[config.mk]
export PLATFORM = sky130hd
export DESIGN_NAME = delay_align_p
export DESIGN_NICKNAME = d
export VERILOG_FILES = /design/src/rtl/delay_align_p.sv
export SDC_FILE = /design/constraint.sdc
export NUM_CORES = 2
export LEC_CHECK = 0
export ABC_AREA = 1
export CORE_ASPECT_RATIO = 0.75
export CORE_MARGIN = 1.5
export CORE_UTILIZATION = 30
export CTS_BUF_LIST = sky130_fd_sc_hd__clkbuf_8
export CTS_CLUSTER_DIAMETER = 120
export CTS_CLUSTER_SIZE = 25
export DETAILED_ROUTE_END_ITERATION = 7
export GPL_ROUTABILITY_DRIVEN = 0
export PLACE_DENSITY = 0.56
export SYNTH_ARGS = -nofsm -noshare
export SYNTH_HDL_FRONTEND = slang
export SYNTH_MEMORY_MAX_BITS = 65536
export SYNTH_SLANG_ARGS = --single-unit
export TNS_END_PERCENT = 30
[constraint.sdc]
create_clock -name clk -period 13.1 [get_ports clk]
set_input_delay 3.93 -clock clk [delete_from_list [all_inputs] [get_ports clk]]
set_output_delay 3.93 -clock clk [all_outputs]
set_load 0.02 [all_outputs]
[src/rtl/delay_align_p.sv]
// ---------------------------------------------------------------------------
// delay_align_p
//   Focusing-delay stage in front of the channel summer. Each channel's
//   samples go into a circular buffer. On every valid cycle the stage outputs
//   the sample that was written delay[c] samples earlier, so that echoes from
//   the focal point line up across channels.
//
//   Optional feature macro: APOD_EN
//     Adds a per-channel apodization weight (cfg_weight, Q1.7 unsigned,
//     128 = unity) and one more pipeline stage, for a latency of 2.
//
// Ports
//   clk        rising-edge system clock
//   reset      synchronous, active-high
//   in_valid   din holds a new sample set this cycle
//   din        per-channel input samples, unpacked [0:NUM_CHANNELS-1]
//   cfg_we     write delay (and weight, if enabled) for channel cfg_ch
//   cfg_ch     target channel; writes to channels >= NUM_CHANNELS are dropped
//   cfg_delay  delay in samples, 0..MAX_DELAY-1
//   cfg_weight (APOD_EN only) apodization weight
//   dout       aligned samples, unpacked [0:NUM_CHANNELS-1]
//   out_valid  dout updated this cycle
//   primed     every channel's delay is covered by samples already written
// ---------------------------------------------------------------------------
module delay_align_p #(
  parameter int DATA_WIDTH   = 16,
  parameter int NUM_CHANNELS = 4,
  parameter int MAX_DELAY    = 64,
  parameter int DLY_WIDTH    = 6,
  parameter int CH_WIDTH     = 2
) (
  input  logic                  clk,
  input  logic                  reset,
  input  logic                  in_valid,
  input  logic [DATA_WIDTH-1:0] din [0:NUM_CHANNELS-1],
  input  logic                  cfg_we,
  input  logic [CH_WIDTH-1:0]   cfg_ch,
  input  logic [DLY_WIDTH-1:0]  cfg_delay,
`ifdef APOD_EN
  input  logic [7:0]            cfg_weight,
`endif
  output logic [DATA_WIDTH-1:0] dout [0:NUM_CHANNELS-1],
  output logic                  out_valid,
  output logic                  primed
);

  // The fill counter must reach MAX_DELAY, so it needs one extra bit.
  localparam int FILL_WIDTH = DLY_WIDTH + 1;
  localparam logic [FILL_WIDTH-1:0] FILL_MAX = FILL_WIDTH'(MAX_DELAY);
  localparam logic [FILL_WIDTH-1:0] FILL_ONE = FILL_WIDTH'(1);
  localparam logic [DLY_WIDTH-1:0]  PTR_ONE  = DLY_WIDTH'(1);

  typedef enum logic [1:0] {
    ST_IDLE = 2'd0,
    ST_FILL = 2'd1,
    ST_RUN  = 2'd2
  } state_t;

  logic [DATA_WIDTH-1:0] ram_r [0:NUM_CHANNELS-1][0:MAX_DELAY-1];
  logic [DLY_WIDTH-1:0]  wr_ptr_r;
  logic [FILL_WIDTH-1:0] fill_cnt_r;
  logic [FILL_WIDTH-1:0] fill_next_s;
  logic [DLY_WIDTH-1:0]  delay_r      [0:NUM_CHANNELS-1];
  logic [DLY_WIDTH-1:0]  delay_next_s [0:NUM_CHANNELS-1];
  logic [DLY_WIDTH-1:0]  max_delay_s;
  logic [DATA_WIDTH-1:0] sample_s     [0:NUM_CHANNELS-1];
  state_t                state_r;
  state_t                state_s;
  logic                  primed_r;
  logic [DATA_WIDTH-1:0] dout_r       [0:NUM_CHANNELS-1];
  logic                  out_valid_r;

`ifdef APOD_EN
  logic [7:0]            weight_r     [0:NUM_CHANNELS-1];
  logic [DATA_WIDTH-1:0] s1_data_r    [0:NUM_CHANNELS-1];
  logic                  s1_valid_r;

  // Scale by a Q1.7 weight. The shift truncates, and the result saturates
  // when the weight is above unity.
  function automatic logic [DATA_WIDTH-1:0] apply_weight(
    input logic [DATA_WIDTH-1:0] sample,
    input logic [7:0]            weight
  );
    logic [DATA_WIDTH+7:0] prod;
    logic [DATA_WIDTH:0]   scaled;
    prod   = {8'd0, sample} * {{DATA_WIDTH{1'b0}}, weight};
    scaled = prod[DATA_WIDTH+7:7];
    if (scaled[DATA_WIDTH]) begin
      return {DATA_WIDTH{1'b1}};
    end else begin
      return scaled[DATA_WIDTH-1:0];
    end
  endfunction
`endif

  // Delay values that will be in force next cycle. A write to an
  // out-of-range channel matches no index, so it is dropped.
  always_comb begin
    for (int c = 0; c < NUM_CHANNELS; c++) begin
      if (cfg_we && (32'(cfg_ch) == c)) begin
        delay_next_s[c] = cfg_delay;
      end else begin
        delay_next_s[c] = delay_r[c];
      end
    end
  end

  // Fill count after this cycle's write, saturating at the buffer depth.
  always_comb begin
    if (in_valid && (fill_cnt_r != FILL_MAX)) begin
      fill_next_s = fill_cnt_r + FILL_ONE;
    end else begin
      fill_next_s = fill_cnt_r;
    end
  end

  // Largest delay in force next cycle, used to decide whether all channels are primed.
  always_comb begin
    max_delay_s = '0;
    for (int c = 0; c < NUM_CHANNELS; c++) begin
      if (delay_next_s[c] > max_delay_s) begin
        max_delay_s = delay_next_s[c];
      end else begin
        max_delay_s = max_delay_s;
      end
    end
  end

  // Next state of the FSM. The state is judged against the fill level and
  // delays that follow this edge, so primed lines up with out_valid.
  always_comb begin
    state_s = state_r;
    case (state_r)
      ST_IDLE: begin
        if (in_valid) begin
          state_s = (fill_next_s > {1'b0, max_delay_s}) ? ST_RUN : ST_FILL;
        end else begin
          state_s = ST_IDLE;
        end
      end
      ST_FILL, ST_RUN: begin
        state_s = (fill_next_s > {1'b0, max_delay_s}) ? ST_RUN : ST_FILL;
      end
      default: begin
        state_s = ST_IDLE;
      end
    endcase
  end

  // Select the delayed sample for each channel. Delay 0 bypasses the RAM.
  // A sample that has not been written since reset reads as zero, so stale
  // RAM contents never reach the output.
  always_comb begin
    for (int c = 0; c < NUM_CHANNELS; c++) begin
      if (delay_r[c] == '0) begin
        sample_s[c] = din[c];
      end else if ({1'b0, delay_r[c]} > fill_cnt_r) begin
        sample_s[c] = '0;
      end else begin
        sample_s[c] = ram_r[c][wr_ptr_r - delay_r[c]];
      end
    end
  end

  // Sample buffer write. It has no reset; fill_cnt masks stale contents.
  always_ff @(posedge clk) begin
    for (int c = 0; c < NUM_CHANNELS; c++) begin
      if (!reset && in_valid) begin
        ram_r[c][wr_ptr_r] <= din[c];
      end
    end
  end

  // Write pointer, fill level, delay table, FSM state and primed flag.
  always_ff @(posedge clk) begin
    if (reset) begin
      wr_ptr_r   <= '0;
      fill_cnt_r <= '0;
      state_r    <= ST_IDLE;
      primed_r   <= 1'b0;
      for (int c = 0; c < NUM_CHANNELS; c++) begin
        delay_r[c] <= '0;
      end
    end else begin
      if (in_valid) begin
        wr_ptr_r <= wr_ptr_r + PTR_ONE;
      end
      fill_cnt_r <= fill_next_s;
      state_r    <= state_s;
      primed_r   <= (state_s == ST_RUN);
      for (int c = 0; c < NUM_CHANNELS; c++) begin
        delay_r[c] <= delay_next_s[c];
      end
    end
  end

`ifdef APOD_EN
  // Weight table, written alongside the delay; resets to unity.
  always_ff @(posedge clk) begin
    if (reset) begin
      for (int c = 0; c < NUM_CHANNELS; c++) begin
        weight_r[c] <= 8'd128;
      end
    end else begin
      for (int c = 0; c < NUM_CHANNELS; c++) begin
        if (cfg_we && (32'(cfg_ch) == c)) begin
          weight_r[c] <= cfg_weight;
        end
      end
    end
  end

  // Two-stage output: the delayed sample is registered, then the weight is applied.
  always_ff @(posedge clk) begin
    if (reset) begin
      s1_valid_r  <= 1'b0;
      out_valid_r <= 1'b0;
      for (int c = 0; c < NUM_CHANNELS; c++) begin
        s1_data_r[c] <= '0;
        dout_r[c]    <= '0;
      end
    end else begin
      s1_valid_r  <= in_valid;
      out_valid_r <= s1_valid_r;
      for (int c = 0; c < NUM_CHANNELS; c++) begin
        if (in_valid) begin
          s1_data_r[c] <= sample_s[c];
        end
        if (s1_valid_r) begin
          dout_r[c] <= apply_weight(s1_data_r[c], weight_r[c]);
        end
      end
    end
  end
`else
  // Single-stage output register. It holds its value between valid cycles.
  always_ff @(posedge clk) begin
    if (reset) begin
      out_valid_r <= 1'b0;
      for (int c = 0; c < NUM_CHANNELS; c++) begin
        dout_r[c] <= '0;
      end
    end else begin
      out_valid_r <= in_valid;
      for (int c = 0; c < NUM_CHANNELS; c++) begin
        if (in_valid) begin
          dout_r[c] <= sample_s[c];
        end
      end
    end
  end
`endif

  assign dout      = dout_r;
  assign out_valid = out_valid_r;
  assign primed    = primed_r;

endmodule
* Word-level counts from Yosys, hierarchy flattened
Memories as Yosys holds them, arrays and structs flattened.
Index checks and enable logic that the tools add are counted.
** Storage, ports and cells
- Register bits :: 81
- RAM bits :: 4120
- Bits of input ports :: 76
- Output and inout port bits :: 66
- Word-level logic and storage cells :: 106
- Memories kept :: 2
** Memory list
- ram_r :: words 4, width 1024, rd ports 4, clocked after Yosys merged registers in 0, wr ports 4, line 59 : logic [DATA_WIDTH-1:0] ram_r [0:NUM_CHANNELS-1][0:MAX_DELAY-1];
- delay_r :: words 4, width 6, rd ports 4, clocked after Yosys merged registers in 0, wr ports 4, line 63 : logic [DLY_WIDTH-1:0] delay_r [0:NUM_CHANNELS-1];
** Cells by class
- Add/subtract/negate cells :: 6
- Magnitude comparators :: 15
- Equality and inequality tests :: 7
- Muxes and demuxes :: 43
- Bitwise logic cells :: 9
- Reductions and logical operators :: 15
** Operators by type and width (count)
- $mux 1024 :: 1
- $bmux 16 s6 :: 4
- $mux 16 :: 17
- $demux 16 s6 :: 1
- $mux 6 :: 12
- $ge 7x7->1 const B :: 5
- $not 6->7 :: 5
- $gt 6x7->1 :: 4
- $logic_not 6->1 :: 4
- $sub 6x6->6 :: 4
- $gt 6x6->1 :: 3
- $eq 2x2->1 const B :: 4
- $add 7x1->7 const B :: 1
- $gt 7x6->1 :: 1
- $logic_and 1x1->1 :: 7
- $lt 7x1->1 const B :: 1
- $mux 7 :: 1
- $ne 7x7->1 const B :: 1
- $add 6x1->6 const B :: 1
- $gt 6x1->1 const B :: 1
- $eq 2x1->1 const B :: 2
- $logic_not 2->1 :: 2
- $mux 1 :: 4
- $mux 2 :: 2
- 4 further kinds :: 7

* Depth between registers and ports, before layout
- Depth after elaboration :: 16
- Mapped depth :: 42
- Depth with buffers taken out :: 41

* Least setup slack after synthesis
No wires, ideal clock.
- Kind :: input port to flip-flop
- Start point :: in in_valid
- End point :: mem ram_r[0][512] (netlist bit), enable pin
- Data arrival time :: 8.820 ns
- Required time :: 12.535 ns
- Slack :: 3.715 ns
- Stages on the path :: 5
- Cell sequence :: buf_2 > nand2_1 > nor2_1 > inv_1 > nor3_1
** RTL lines
- start: declaration :: line 34 : input logic in_valid,
- end: declaration :: line 59

==> results.rst <==
.. list-table::
   :header-rows: 1

   * - Metric
     - Value
   * - Run status
     - complete, no violations
   * - Number of placed I/O pins
     - 142
   * - Share of the cycle needed by the critical path after routing
     - 0.710
   * - Cell at the slowest stage of the critical path
     - clkdlybuf4s50_1
   * - Simple logic cell fraction of the synthesized area
     - 0.211
   * - Mux cell area share after synthesis
     - 0.0000590
   * - Fmax achieved
     - 108 MHz
   * - Cell total after placement
     - 21000
   * - DRC
     - 0
   * - Root Buffer Master
     - clkbuf_8
   * - Count of TritonRoute iterations in the first routing pass
     - 6
   * - Antenna violations before repair
     - 43
   * - Final setup fails
     - 0
   * - Initial core utilization
     - 0.301
   * - Post-synth EDFFs
     - 4096
   * - Ratio of routed vias to standard cells
     - 5.18
   * - Post-CTS setup buffer count
     - 0
   * - Number of maximum-capacitance violations
     - 0
   * - Setup TNS
     - 0 ns
   * - Die Width
     - 871 um
   * - HP Class
     - flip-flop to flip-flop
   * - Worst hold slack
     - 0.554 ns
   * - Post-synthesis sequential element count
     - 4201
   * - Number of buffers and inverters on the critical path
     - 7
   * - Worst Setup Slack, final
     - 3.80 ns
   * - Worst Max-Slew Pin Slew
     - 1.31 ns
   * - Worst setup timing slack at the placement stage
     - 2.87 ns
   * - Critical Path Fanout Max
     - 12
   * - Number of non-filler instances in the completed layout
     - 21400
   * - Min cycle time layout
     - 9.30 ns
   * - Pwr Density
     - 136 nW/um^2
   * - Primary flip-flop cell chosen by synthesis mapping
     - edfxtp_1
   * - Vertical extent of the die
     - 654 um
   * - Worst-case vdd ir drop
     - 0.0000978 V
   * - Number of nets still failing antenna checks after routing
     - 0
   * - Count of yosys warnings during synthesis
     - 0
   * - Detail-routed net length per standard cell
     - 25.5 um
   * - Share of async-settable or async-resettable flops after synthesis
     - 0
   * - Number of cells upsized or downsized after cts
     - 0
   * - Via count of the routed design
     - 111000
   * - Count of final max-slew check failures
     - 0
   * - Overall die area
     - 570000 um^2
   * - Critical path arrival
     - 10.40 ns
   * - Delay-heaviest family, CP
     - simple AND/OR/NAND/NOR gates
   * - Core footprint
     - 564000 um^2
   * - Largest incremental delay on the critical path
     - 0.56 ns
   * - Total global routing overflow
     - 0
   * - Setup repair after global routing missed its margin
     - no
   * - Post-Route Skew
     - 0.0852 ns
   * - Post-layout power
     - 24.8 mW
   * - Quantity of I/O buffers inserted on ports
     - 141
   * - Mapped Cells
     - 14000
   * - H-tree lvl count
     - 4
   * - Dominant cell type by count on the critical path
     - nand2_1
   * - Xor-xnor portion of the synthesized cell area
     - 0.00189
   * - Post-Synthesis Mean Instance Area
     - 12.1 um^2
   * - CTS clk-pin slew, worst paths
     - 0.16 ns
   * - Total of hold buffers inserted after clock tree synthesis
     - 0
   * - Fraction of layout instances using a drive strength above 1
     - 0.0524
   * - Number of unique standard cell types used by synthesis
     - 52
   * - Type of the worst setup path
     - input port to flip-flop
   * - Static Leakage
     - 60.9 nW
   * - Fraction of the mapped netlist area in adder cells
     - 0.00578
   * - Wire length of the first global-routing pass
     - 769000 um
   * - Relative max-transition margin
     - 0.127
   * - Final hold vios
     - 0
   * - Pin count of the biggest net entering global routing
     - 197
   * - Post-Syn Area
     - 170000 um^2
   * - Synth Area in Compound Gates
     - 0.0151
   * - Clk_lat worst skew
     - 1.17 ns
   * - TritonCTS Sinks
     - 4201
   * - Core Rows
     - 239
   * - Number of global-route vias before repair
     - 101000
   * - All-Layer GR Usage
     - 0.183
   * - Kind of end point of the critical path
     - flip-flop
   * - HPWL Detailed
     - 283000 um
   * - Total wire length
     - 545000 um
   * - Clock tree from TritonCTS
     - done
   * - Startpoint type of the worst setup path
     - input port
   * - Endpoint required time on the critical path
     - 14.20 ns
   * - Number of DRC markers after the initial detailed-route iteration
     - 15400
   * - Area overhead of the layout relative to synthesis
     - 7.38%
   * - Deepest clock path buffer count
     - 4
   * - Combinational family with the most area after synthesis
     - simple AND/OR/NAND/NOR gates
   * - Post-synth net total
     - 14200
   * - Count of nets after finishing
     - 13900
   * - Number of buffers added by the clock tree synthesis step
     - 191
   * - Share of the yosys chip area belonging to registers
     - 0.737
power breakdown:
| part | leakage [nW] | internal (mW) | switching, mW |
|---|---|---|---|
| clock network | 2.05 | 1.41 | 4.08 |
| registers | 37.7 | 14.8 | 0.0522 |
| logic | 21.2 | 1.15 | 3.36 |
| total | 60.9 | 17.3 | 7.49 |
final timing paths:
check / from / end / slack (ns) / cells after the start
worst max-delay path: cfg_ch[1] / state_r[0]$_SDFF_PP0_ / 3.80 / 39
worst min-delay path: dout[57]$_SDFFE_PP0P_ / dout[57]$_SDFFE_PP0P_ / 0.55 / 2
worst max register to register: wr_ptr_r[0]$_SDFFE_PP0P_ / dout[49]$_SDFFE_PP0P_ / 6.87 / 14
worst min register to register: dout[57]$_SDFFE_PP0P_ / dout[57]$_SDFFE_PP0P_ / 0.55 / 2
per-stage QoR:
stage | instance area (um^2) | utilization
floorplan | 170000 | -
global route | 182000 | 0.323
detailed placement | 179000 | 0.317
finish | 182000 | 0.323
global placement | 179000 | 0.317
CTS | 182000 | 0.323
cell usage after synthesis, types with 2 or more instances:
library cell     n  area (um^2)
edfxtp_1      4096       123000
nand2_1       3991        15000
nand3_1       3846        19200
buf_2          628         3140
nor2_1         297         1110
o21ai_0        237         1190
clkbuf_1       176          661
a21oi_1        152          761
dfxtp_1        105         2100
inv_1          102          383
buf_1           83          312
ha_1            72          901
o211ai_1        50          375
inv_2           26         97.6
nand3_2         20          200
nand4_1         19          119
buf_4           12         90.1
a21oi_2         11         96.3
nor3_1           9         45.0
xor2_1           9         78.8
o21ai_1          7         35.0
and2_1           6         37.5
nand2_2          6         37.5
clkbuf_8         5         68.8
o22ai_1          5         31.3
buf_6            4         45.0
fa_1             4         80.1
xnor2_2          4         65.1
nor3_2           3         30.0
o21ai_2          3         26.3
xor2_2           3         48.8
a21o_1           2         15.0
xnor2_1          2         17.5
xnor2_4          2         55.1
xor2_4           2         55.1
cells by family (layout without fill, tap and decap cells):
family / Yosys count / count (layout)
buffers and inverters: 1040 / 873
other: 0 / 37
AO/OA/AOI/OAI: 472 / 472
flip-flops: 4201 / 4201
AND/OR/NAND/NOR: 8204 / 8204
multiplexers: 1 / 1
adder cells (fa/ha/maj): 76 / 76
XOR/XNOR: 22 / 22
cell type report:
| type | count | area (um^2) |
|---|---|---|
| antenna | 37 | 92.6 |
| fill | 56000 | 382000 |
| timing repair buffer | 423 | 3400 |
| multi-input combinational | 8775 | 40500 |
| clock buffer | 194 | 2670 |
| sequential | 4201 | 125000 |
| inverter | 129 | 577 |
| tap | 7471 | 9350 |
| clock inverter | 127 | 561 |
worst register-to-register path, stage by stage, from the launching register on:
cell and delay [ns]:
dfxtp_1 0.40, inv_1 0.58, ha_4 0.23, inv_1 0.05, fa_4 0.89, inv_8 0.80
buf_4 0.83, buf_4 0.95, nand3_1 0.25, nand3_1 0.13, nand3_1 0.09, nand3_1 0.27
nand3_1 0.36, nand3_1 0.23, a21oi_1 0.08
metal layers:
layer | wire length (um) | vias to the layer above | global-route usage
met3 | 51800 | 656 | 0.0327
met4 | 17000 | 20 | 0.0503
met2 | 238000 | 5201 | 0.276
li1 | - | 49300 | -
met1 | 238000 | 55400 | 0.270
met5 | 118 | - | 0
flip-flops by register name (all words and copies together) (netlist names):
register	count
out_valid	1
delay_r	24
state_r	2
primed	1
wr_ptr_r	6
ram_r	4096
dout	64
fill_cnt_r	7
cells in the final DEF (no fill, tap or decap), drive strengths merged:
cell,instances
a21boi,1
a21o,2
a21oi,163
a22oi,1
and2,6
and3,1
buf,348
clkbuf,194
clkdlybuf4s50,75
clkinv,5
clkinvlp,6
dfxtp,105
diode,37
edfxtp,4096
fa,4
ha,72
inv,245
mux2i,1
nand2,3997
nand3,3866
nand3b,1
nand4,20
nor2,299
nor3,12
nor4,1
o211ai,50
o21a,1
o21ai,247
o21ba,1
o21bai,1
o22ai,5
or2,1
xnor2,8
xor2,14
Note: power is estimated with default switching activity, not from simulation.
